==> config.mk <==
export PLATFORM = sky130hd
export DESIGN_NAME = node_eject_receiver_flat
export DESIGN_NICKNAME = d
export VERILOG_FILES = /design/src/rtl/node_eject_receiver_if.sv /design/src/rtl/node_eject_receiver.sv /design/src/flat_wrapper.sv
export SDC_FILE = /design/constraint.sdc
export NUM_CORES = 1
export LEC_CHECK = 0
export ABC_AREA = 1
export BUFFER_PORTS_ARGS = -buffer_cell sky130_fd_sc_hd__buf_4
export CORE_ASPECT_RATIO = 0.7
export CORE_UTILIZATION = 30
export DETAILED_ROUTE_END_ITERATION = 6
export GPL_ROUTABILITY_DRIVEN = 0
export SYNTH_ARGS = -nofsm -noshare
export SYNTH_HDL_FRONTEND = slang
export SYNTH_SLANG_ARGS = --single-unit
export TNS_END_PERCENT = 100
==> constraint.sdc <==
create_clock -name shiftInCLK -period 2.9 [get_ports shiftInCLK]
set_input_delay 0.725 -clock shiftInCLK [delete_from_list [all_inputs] [get_ports shiftInCLK]]
set_output_delay 0.725 -clock shiftInCLK [all_outputs]
set_load 0.1 [all_outputs]
==> src/rtl/node_eject_receiver_if.sv <==
`default_nettype none
// ============================================================================
//  Module   : node_eject_receiver_if
//  Purpose  : Bundles the node-side packet input and the host-side
//             valid/ready delivery port of the ejection receiver.
//  Signals  : shiftInData/shiftInCS - packet word and strobe from the node
//             rxData/rxSrc          - head-of-FIFO packet and its source IP
//             rxValid/rxReady       - host handshake (pop on both high)
//             rxFull                - FIFO holds its full capacity
//  Modports : slave  - the receiver (consumes packets, drives rx side)
//             master - node/host side (drives packets and rxReady)
//  Revision : 1.0 - initial release
// ============================================================================
interface node_eject_receiver_if;
   logic [31:0] shiftInData;
   logic        shiftInCS;
   logic [31:0] rxData;
   logic [2:0]  rxSrc;
   logic        rxValid;
   logic        rxReady;
   logic        rxFull;

   modport slave (
      input  shiftInData, shiftInCS, rxReady,
      output rxData, rxSrc, rxValid, rxFull
   );

   modport master (
      output shiftInData, shiftInCS, rxReady,
      input  rxData, rxSrc, rxValid, rxFull
   );
endinterface
`default_nettype wire

==> src/rtl/node_eject_receiver.sv <==
`default_nettype none
// ============================================================================
//  Module   : node_eject_receiver
//  Purpose  : Ejection-side receiver for one ring node. Classifies every
//             strobed packet word against NODE_IP, buffers local packets in
//             a small first-word-fall-through FIFO and keeps saturating
//             drop/misroute statistics plus a sticky overflow flag.
//  Ports    : shiftInCLK    - clock, rising edge
//             resetN        - asynchronous active-low reset
//             bus (slave)   - packet input and host valid/ready port
//             clearStats    - synchronous clear of counters and overflow
//             dropCount     - saturating count of packets lost to FIFO full
//             misrouteCount - saturating count of packets for other nodes
//             overflow      - sticky, set on the first drop
//  Revision : 1.0 - initial release
// ============================================================================
module node_eject_receiver #(
   parameter logic [2:0] NODE_IP    = 3'b000,
   parameter int         FIFO_DEPTH = 4,
   parameter int         ADDR_W     = 2
) (
   input  wire                     shiftInCLK,
   input  wire                     resetN,
   node_eject_receiver_if.slave    bus,
   input  wire                     clearStats,
   output logic [7:0]              dropCount,
   output logic [7:0]              misrouteCount,
   output logic                    overflow
);

   localparam logic [ADDR_W:0] C_FULL_CNT = (ADDR_W + 1)'(FIFO_DEPTH);
   localparam logic [ADDR_W-1:0] C_PTR_ONE = ADDR_W'(1);
   localparam logic [ADDR_W:0] C_CNT_ONE = (ADDR_W + 1)'(1);

   // Packet storage; no reset needed because occupancy gates visibility.
   logic [31:0] mem_q [FIFO_DEPTH];

   logic [ADDR_W-1:0] wr_ptr_q, wr_ptr_d;
   logic [ADDR_W-1:0] rd_ptr_q, rd_ptr_d;
   logic [ADDR_W:0]   count_q, count_d;
   logic [31:0]       rx_data_q, rx_data_d;
   logic [7:0]        drop_cnt_q, drop_cnt_d;
   logic [7:0]        misroute_cnt_q, misroute_cnt_d;
   logic              overflow_q, overflow_d;

   logic is_local;
   logic is_full;
   logic is_valid;
   logic do_pop;
   logic do_push;
   logic do_drop;
   logic do_misroute;

   always_comb begin
      is_local    = (bus.shiftInData[31:29] == NODE_IP);
      is_full     = (count_q == C_FULL_CNT);
      is_valid    = (count_q != '0);
      do_pop      = is_valid && bus.rxReady;
      // A same-edge pop frees a slot, so a full FIFO can still accept.
      do_push     = bus.shiftInCS && is_local && (!is_full || do_pop);
      do_drop     = bus.shiftInCS && is_local && is_full && !do_pop;
      do_misroute = bus.shiftInCS && !is_local;

      wr_ptr_d = do_push ? (wr_ptr_q + C_PTR_ONE) : wr_ptr_q;
      rd_ptr_d = do_pop  ? (rd_ptr_q + C_PTR_ONE) : rd_ptr_q;

      count_d = count_q;
      if (do_push && !do_pop) begin
         count_d = count_q + C_CNT_ONE;
      end else if (do_pop && !do_push) begin
         count_d = count_q - C_CNT_ONE;
      end

      // Registered head word. The incoming word becomes the head only when
      // it will be the sole entry, in which case it bypasses the memory.
      rx_data_d = rx_data_q;
      if (count_d != '0) begin
         if (do_push && (wr_ptr_q == rd_ptr_d)) begin
            rx_data_d = bus.shiftInData;
         end else begin
            rx_data_d = mem_q[rd_ptr_d];
         end
      end

      drop_cnt_d     = drop_cnt_q;
      misroute_cnt_d = misroute_cnt_q;
      overflow_d     = overflow_q;
      if (clearStats) begin
         drop_cnt_d     = '0;
         misroute_cnt_d = '0;
         overflow_d     = 1'b0;
      end else begin
         if (do_drop) begin
            overflow_d = 1'b1;
            if (drop_cnt_q != 8'hFF) begin
               drop_cnt_d = drop_cnt_q + 8'd1;
            end
         end
         if (do_misroute && (misroute_cnt_q != 8'hFF)) begin
            misroute_cnt_d = misroute_cnt_q + 8'd1;
         end
      end
   end

   always_ff @(posedge shiftInCLK or negedge resetN) begin
      if (!resetN) begin
         wr_ptr_q       <= '0;
         rd_ptr_q       <= '0;
         count_q        <= '0;
         rx_data_q      <= '0;
         drop_cnt_q     <= '0;
         misroute_cnt_q <= '0;
         overflow_q     <= 1'b0;
      end else begin
         wr_ptr_q       <= wr_ptr_d;
         rd_ptr_q       <= rd_ptr_d;
         count_q        <= count_d;
         rx_data_q      <= rx_data_d;
         drop_cnt_q     <= drop_cnt_d;
         misroute_cnt_q <= misroute_cnt_d;
         overflow_q     <= overflow_d;
      end
   end

   always_ff @(posedge shiftInCLK) begin
      if (do_push) begin
         mem_q[wr_ptr_q] <= bus.shiftInData;
      end
   end

   assign bus.rxData     = rx_data_q;
   assign bus.rxSrc      = rx_data_q[28:26];
   assign bus.rxValid    = is_valid;
   assign bus.rxFull     = is_full;
   assign dropCount      = drop_cnt_q;
   assign misrouteCount  = misroute_cnt_q;
   assign overflow       = overflow_q;

endmodule
`default_nettype wire

==> src/flat_wrapper.sv <==
// flat-port wrapper written by rule: the top's interface ports become plain ports
module node_eject_receiver_flat 
#(
   parameter logic [2:0] NODE_IP    = 3'b000,
   parameter int         FIFO_DEPTH = 4,
   parameter int         ADDR_W     = 2
)
  (shiftInCLK, resetN, clearStats, dropCount, misrouteCount, overflow, bus_shiftInData, bus_shiftInCS, bus_rxReady, bus_rxData, bus_rxSrc, bus_rxValid, bus_rxFull);
  node_eject_receiver_if bus_i ();
  input  wire shiftInCLK;
  input  wire resetN;
  input  wire clearStats;
  output logic [7:0] dropCount;
  output logic [7:0] misrouteCount;
  output logic overflow;
  input wire logic [$bits(bus_i.shiftInData)-1:0] bus_shiftInData;
  input wire logic [$bits(bus_i.shiftInCS)-1:0] bus_shiftInCS;
  input wire logic [$bits(bus_i.rxReady)-1:0] bus_rxReady;
  output wire logic [$bits(bus_i.rxData)-1:0] bus_rxData;
  output wire logic [$bits(bus_i.rxSrc)-1:0] bus_rxSrc;
  output wire logic [$bits(bus_i.rxValid)-1:0] bus_rxValid;
  output wire logic [$bits(bus_i.rxFull)-1:0] bus_rxFull;
  assign bus_i.shiftInData = bus_shiftInData;
  assign bus_i.shiftInCS = bus_shiftInCS;
  assign bus_i.rxReady = bus_rxReady;
  assign bus_rxData = bus_i.rxData;
  assign bus_rxSrc = bus_i.rxSrc;
  assign bus_rxValid = bus_i.rxValid;
  assign bus_rxFull = bus_i.rxFull;
  node_eject_receiver #(.NODE_IP(NODE_IP), .FIFO_DEPTH(FIFO_DEPTH), .ADDR_W(ADDR_W)) u_core (.shiftInCLK(shiftInCLK), .resetN(resetN), .bus(bus_i), .clearStats(clearStats), .dropCount(dropCount), .misrouteCount(misrouteCount), .overflow(overflow));
endmodule
==> metrics.csv <==
stage,metric,value,unit
status,status,"finished, final reports clean",
setup_path,critical path type,register to register,
power_and_ir_drop,register share of total power,0.292,
global_routing,total congestion overflow,0,
clock_network,Clock Path Buffers,2,
setup_path,crit end category,register,
sta,pins over their slew limit,0,
clock_network,Max H-tree Level,4,
finish,Multi-input gate area,0.00272,sq mm
global_routing,gr busiest metal,met1,
setup_path,cell mode on critical path,nand2_1,
detailed_routing,number of vias per cell,4.76,
finish,sequential cell area,0.00525,sq mm
finish,final-stage net count,1039,
placed_design,buffers added on ports,90,
setup_path,CP peak stage delay,390,ps
floorplan,# rows,51,
setup_path,CP cell instances,inv_1 > ha_1 > nand2_2 > nand2_2 > nand2_1 > nand3_1 > nand2_1 > nand3_1 > buf_4 > inv_2 > nor2_1 > nand2_1 > nand2_1,
sta,Fmax,402,MHz
placed_design,Setup WS pre-CTS,227,ps
setup_path,"Arr. time, crit path",2870,ps
finish,share of layout cells above drive strength 1,0.172,
clock_network,cts-stage hold buffer count,0,
detailed_routing,Via Count,6550,
floorplan,die height,144,microns
yosys,"FF+latch count, synth",184,
finish,post-route cell area,0.0104,sq mm
yosys,mapped cell area,0.00869,sq mm
clock_network,Worst-path clk slew,70,ps
floorplan,Ports,91,
setup_path,slowest CP cell,dfrtp_1,
yosys,Mapped Cells,908,
yosys,Post-synth ARST share,0.304,
setup_path,"Max FO, Critical Path",22,
detailed_routing,Post-DRT Antenna Nets,0,
yosys,dominant synthesized flop cell,edfxtp_1,
power_and_ir_drop,peak supply drop,1.24,mV
sta,Final Cycle Share,0.858,
yosys,Yosys cell types,27,
power_and_ir_drop,fraction of power spent switching nets,0.499,
yosys,"EDFF count, synth",128,
global_routing,first-pass GRT wire length,36.4,mm
power_and_ir_drop,Pleak,4.70,nW
yosys,"top cells by count, synth","nand2_1 (235), nand3_1 (182), edfxtp_1 (128), inv_1 (114), dfrtp_1 (56)",
finish,fin util,0.370,
yosys,Avg Inst Size Synth,9.57,sq um
yosys,most frequent cell after synthesis,nand2_1,
sta,Least-Margin Pin Slew,817,ps
clock_network,Worst-Skew Late Latency,450,ps
detailed_routing,Initial DRT Pass Iterations,5,
global_routing,All-Layer GR Usage,0.163,
global_routing,met3 usage,0.0302,
clock_network,total CTS buffers,17,
finish,ant diodes,0,
yosys,top cell type's share of synthesized area,0.443,
yosys,Syn Nets,954,
clock_network,post_cts resized,0,
power_and_ir_drop,pwr dens,1110,mW/mm^2
setup_path,CP top delay family,simple AND/OR/NAND/NOR gates,
finish,Filler Cell Count,2828,
min_path,HP Class,primary input to asynchronous set/reset pin,
global_routing,M2 GR Usage,0.230,
yosys,"area leader, netlist",edfxtp_1,
clock_network,CTS tree,done,
clock_network,post-CTS setup buffers,0,
floorplan,core area,0.0281,sq mm
setup_path,startpoint type of the worst setup path,register,
sta,slack of the critical path,411,ps
power_and_ir_drop,Comb pwr share,0.501,
sta,slew margin rel.,0.456,
placed_design,Area after DPL,0.00981,sq mm
finish,Area growth syn-to-layout,19.7,%
floorplan,die outline area,0.0296,sq mm
detailed_routing,Initial DRC Count,503,
detailed_routing,drt total wl,22.9,mm
detailed_routing,DRC,0,
setup_path,Worst Path Buf+Inv,3,
global_routing,met1 GRT Util,0.248,
job,Max-cap violations,0,
sta,RSZ-0062 raised after global routing,false,
placed_design,DP Wirelength,14.8,mm
power_and_ir_drop,Switch Pwr,5.78,mW
clock_network,CTS Sinks,184,
yosys,Ys Warns,0,
sta,Final Hold Viols,0,
floorplan,starting density of the core,0.309,
global_routing,vias in the first global route,6328,
clock_network,CTS Root Cell,clkbuf_16,
setup_path,Worst EP required,3280,ps
yosys,ranking of synthesized cells by area,"edfxtp_1 (44%), dfrtp_1 (16%), nand3_1 (10%)",
yosys,"Seq/Total Area, Yosys",0.604,
sta,minimum clock period,2490,ps
global_routing,initial antenna violation count,0,
floorplan,Die W,205,microns
detailed_routing,WL/cell,16.6,microns
global_routing,pin count of the biggest net entering global routing,57,
sta,final setup fails,0,
sta,Clock Skew,9.28,ps
power_and_ir_drop,Clock power frac,0.207,
power_and_ir_drop,internal power,5.80,mW
-- routing by layer --
layer / part of all wire / wire length, microns / up-vias
met5: 0 / 0 / -
met4: 0.013 / 299 / 0
met3: 0.058 / 1320 / 25
met2: 0.41 / 9400 / 212
met1: 0.52 / 11900 / 3116
li1: - / - / 3197
-- stage by stage --
stage / hold slack (ps) / TNS [ps] / power (mW) / instances
2_1_floorplan: 429 / -54860 / 7.74 / 908
4_1_cts: 383 / 0 / 11.6 / 1377
3_3_place_gp: 496 / 0 / 9.18 / 1345
3_5_place_dp: 496 / 0 / 9.22 / 1345
6_report: 366 / 0 / 11.6 / 1377
5_1_grt: 407 / 0 / 12.2 / 1377
-- power by group through the flow --
stage	clock network (mW)	registers, mW	logic [mW]
5_1_grt	2.55	3.42	6.25
3_3_place_gp	0	3.45	5.73
2_1_floorplan	0	5.05	2.69
6_report	2.39	3.38	5.80
4_1_cts	2.44	3.39	5.80
3_5_place_dp	0	3.44	5.78
-- cells in the final DEF, fill, tap and decap left out --
cell        netlist  routed
buf_4            11     117
inv_1           114     114
a22oi_1           1       1
o31ai_1           4       4
xor2_1            7       7
nand4_1          32      32
dfrtp_1          56      56
clkbuf_16         0      17
clkinv_2          0       1
edfxtp_1        128     128
ha_1              9       9
nand2_2           8       8
o21ai_0          12      12
nand2_1         235     235
inv_2             4       4
a21boi_0          1       1
clkinv_1          0       2
nor2_1           20      15
a21oi_1           3       3
nand3_1         182     181
nor2_4            1       1
nor2_2            0       5
nand3b_1         29      29
inv_8             0       3
nand3_2           2       3
nor3_1            4       4
bufinv_16         0       2
buf_12            0       3
inv_6             0       4
clkinv_4          0       2
o21ai_2           1       1
a21oi_2           1       1
clkinvlp_4        0       1
-- sequential cells by signal, summed over array words and instances, names as in the netlist --
name	cells
u_core.misrouteCount	8
u_core.bus.rxData	32
u_core.dropCount	8
u_core.mem_q	128
u_core.overflow	1
u_core.rd_ptr_q	2
u_core.count_q	3
u_core.wr_ptr_q	2
-- area by class of cell --
| type | count | share of cell area |
|---|---|---|
| Sequential cell | 184 | 0.504 |
| Inverter | 118 | 0.0426 |
| Multi-Input combinational cell | 552 | 0.261 |
| Clock buffer | 17 | 0.0409 |
| Clock inverter | 15 | 0.0160 |
| Tap cell | 371 | 0.0446 |
| Timing Repair Buffer | 120 | 0.0902 |
-- cells by family (layout without fill, tap and decap cells) --
| group | count (synthesis) | in the layout | synth area share |
|---|---|---|---|
| compound gates | 23 | 23 | 0.0158 |
| xor+xnor | 7 | 7 | 0.00706 |
| fa+ha+maj | 9 | 9 | 0.0130 |
| buf+inv | 172 | 270 | 0.0854 |
| flops | 184 | 184 | 0.604 |
| simple gates | 513 | 513 | 0.275 |
-- path summary, 6_finish.rpt --
kind | start | to | slack (ps) | cells past startpoint
max | u_core.count_q[0] | u_core.bus.rxData[30] | 410 | 13
min | resetN | u_core.bus.rxData[26] | 370 | 1
max reg2reg | u_core.count_q[0] | u_core.bus.rxData[30] | 410 | 13
min reg2reg | u_core.bus.rxData[4] | u_core.bus.rxData[4] | 520 | 2
max in group asynchronous | resetN | u_core.bus.rxData[8] | 1980 | 1
min in group shiftInCLK | bus_shiftInData[30] | u_core.mem_q[0][30] | 490 | 1
Power figures use the tool's default switching activity.
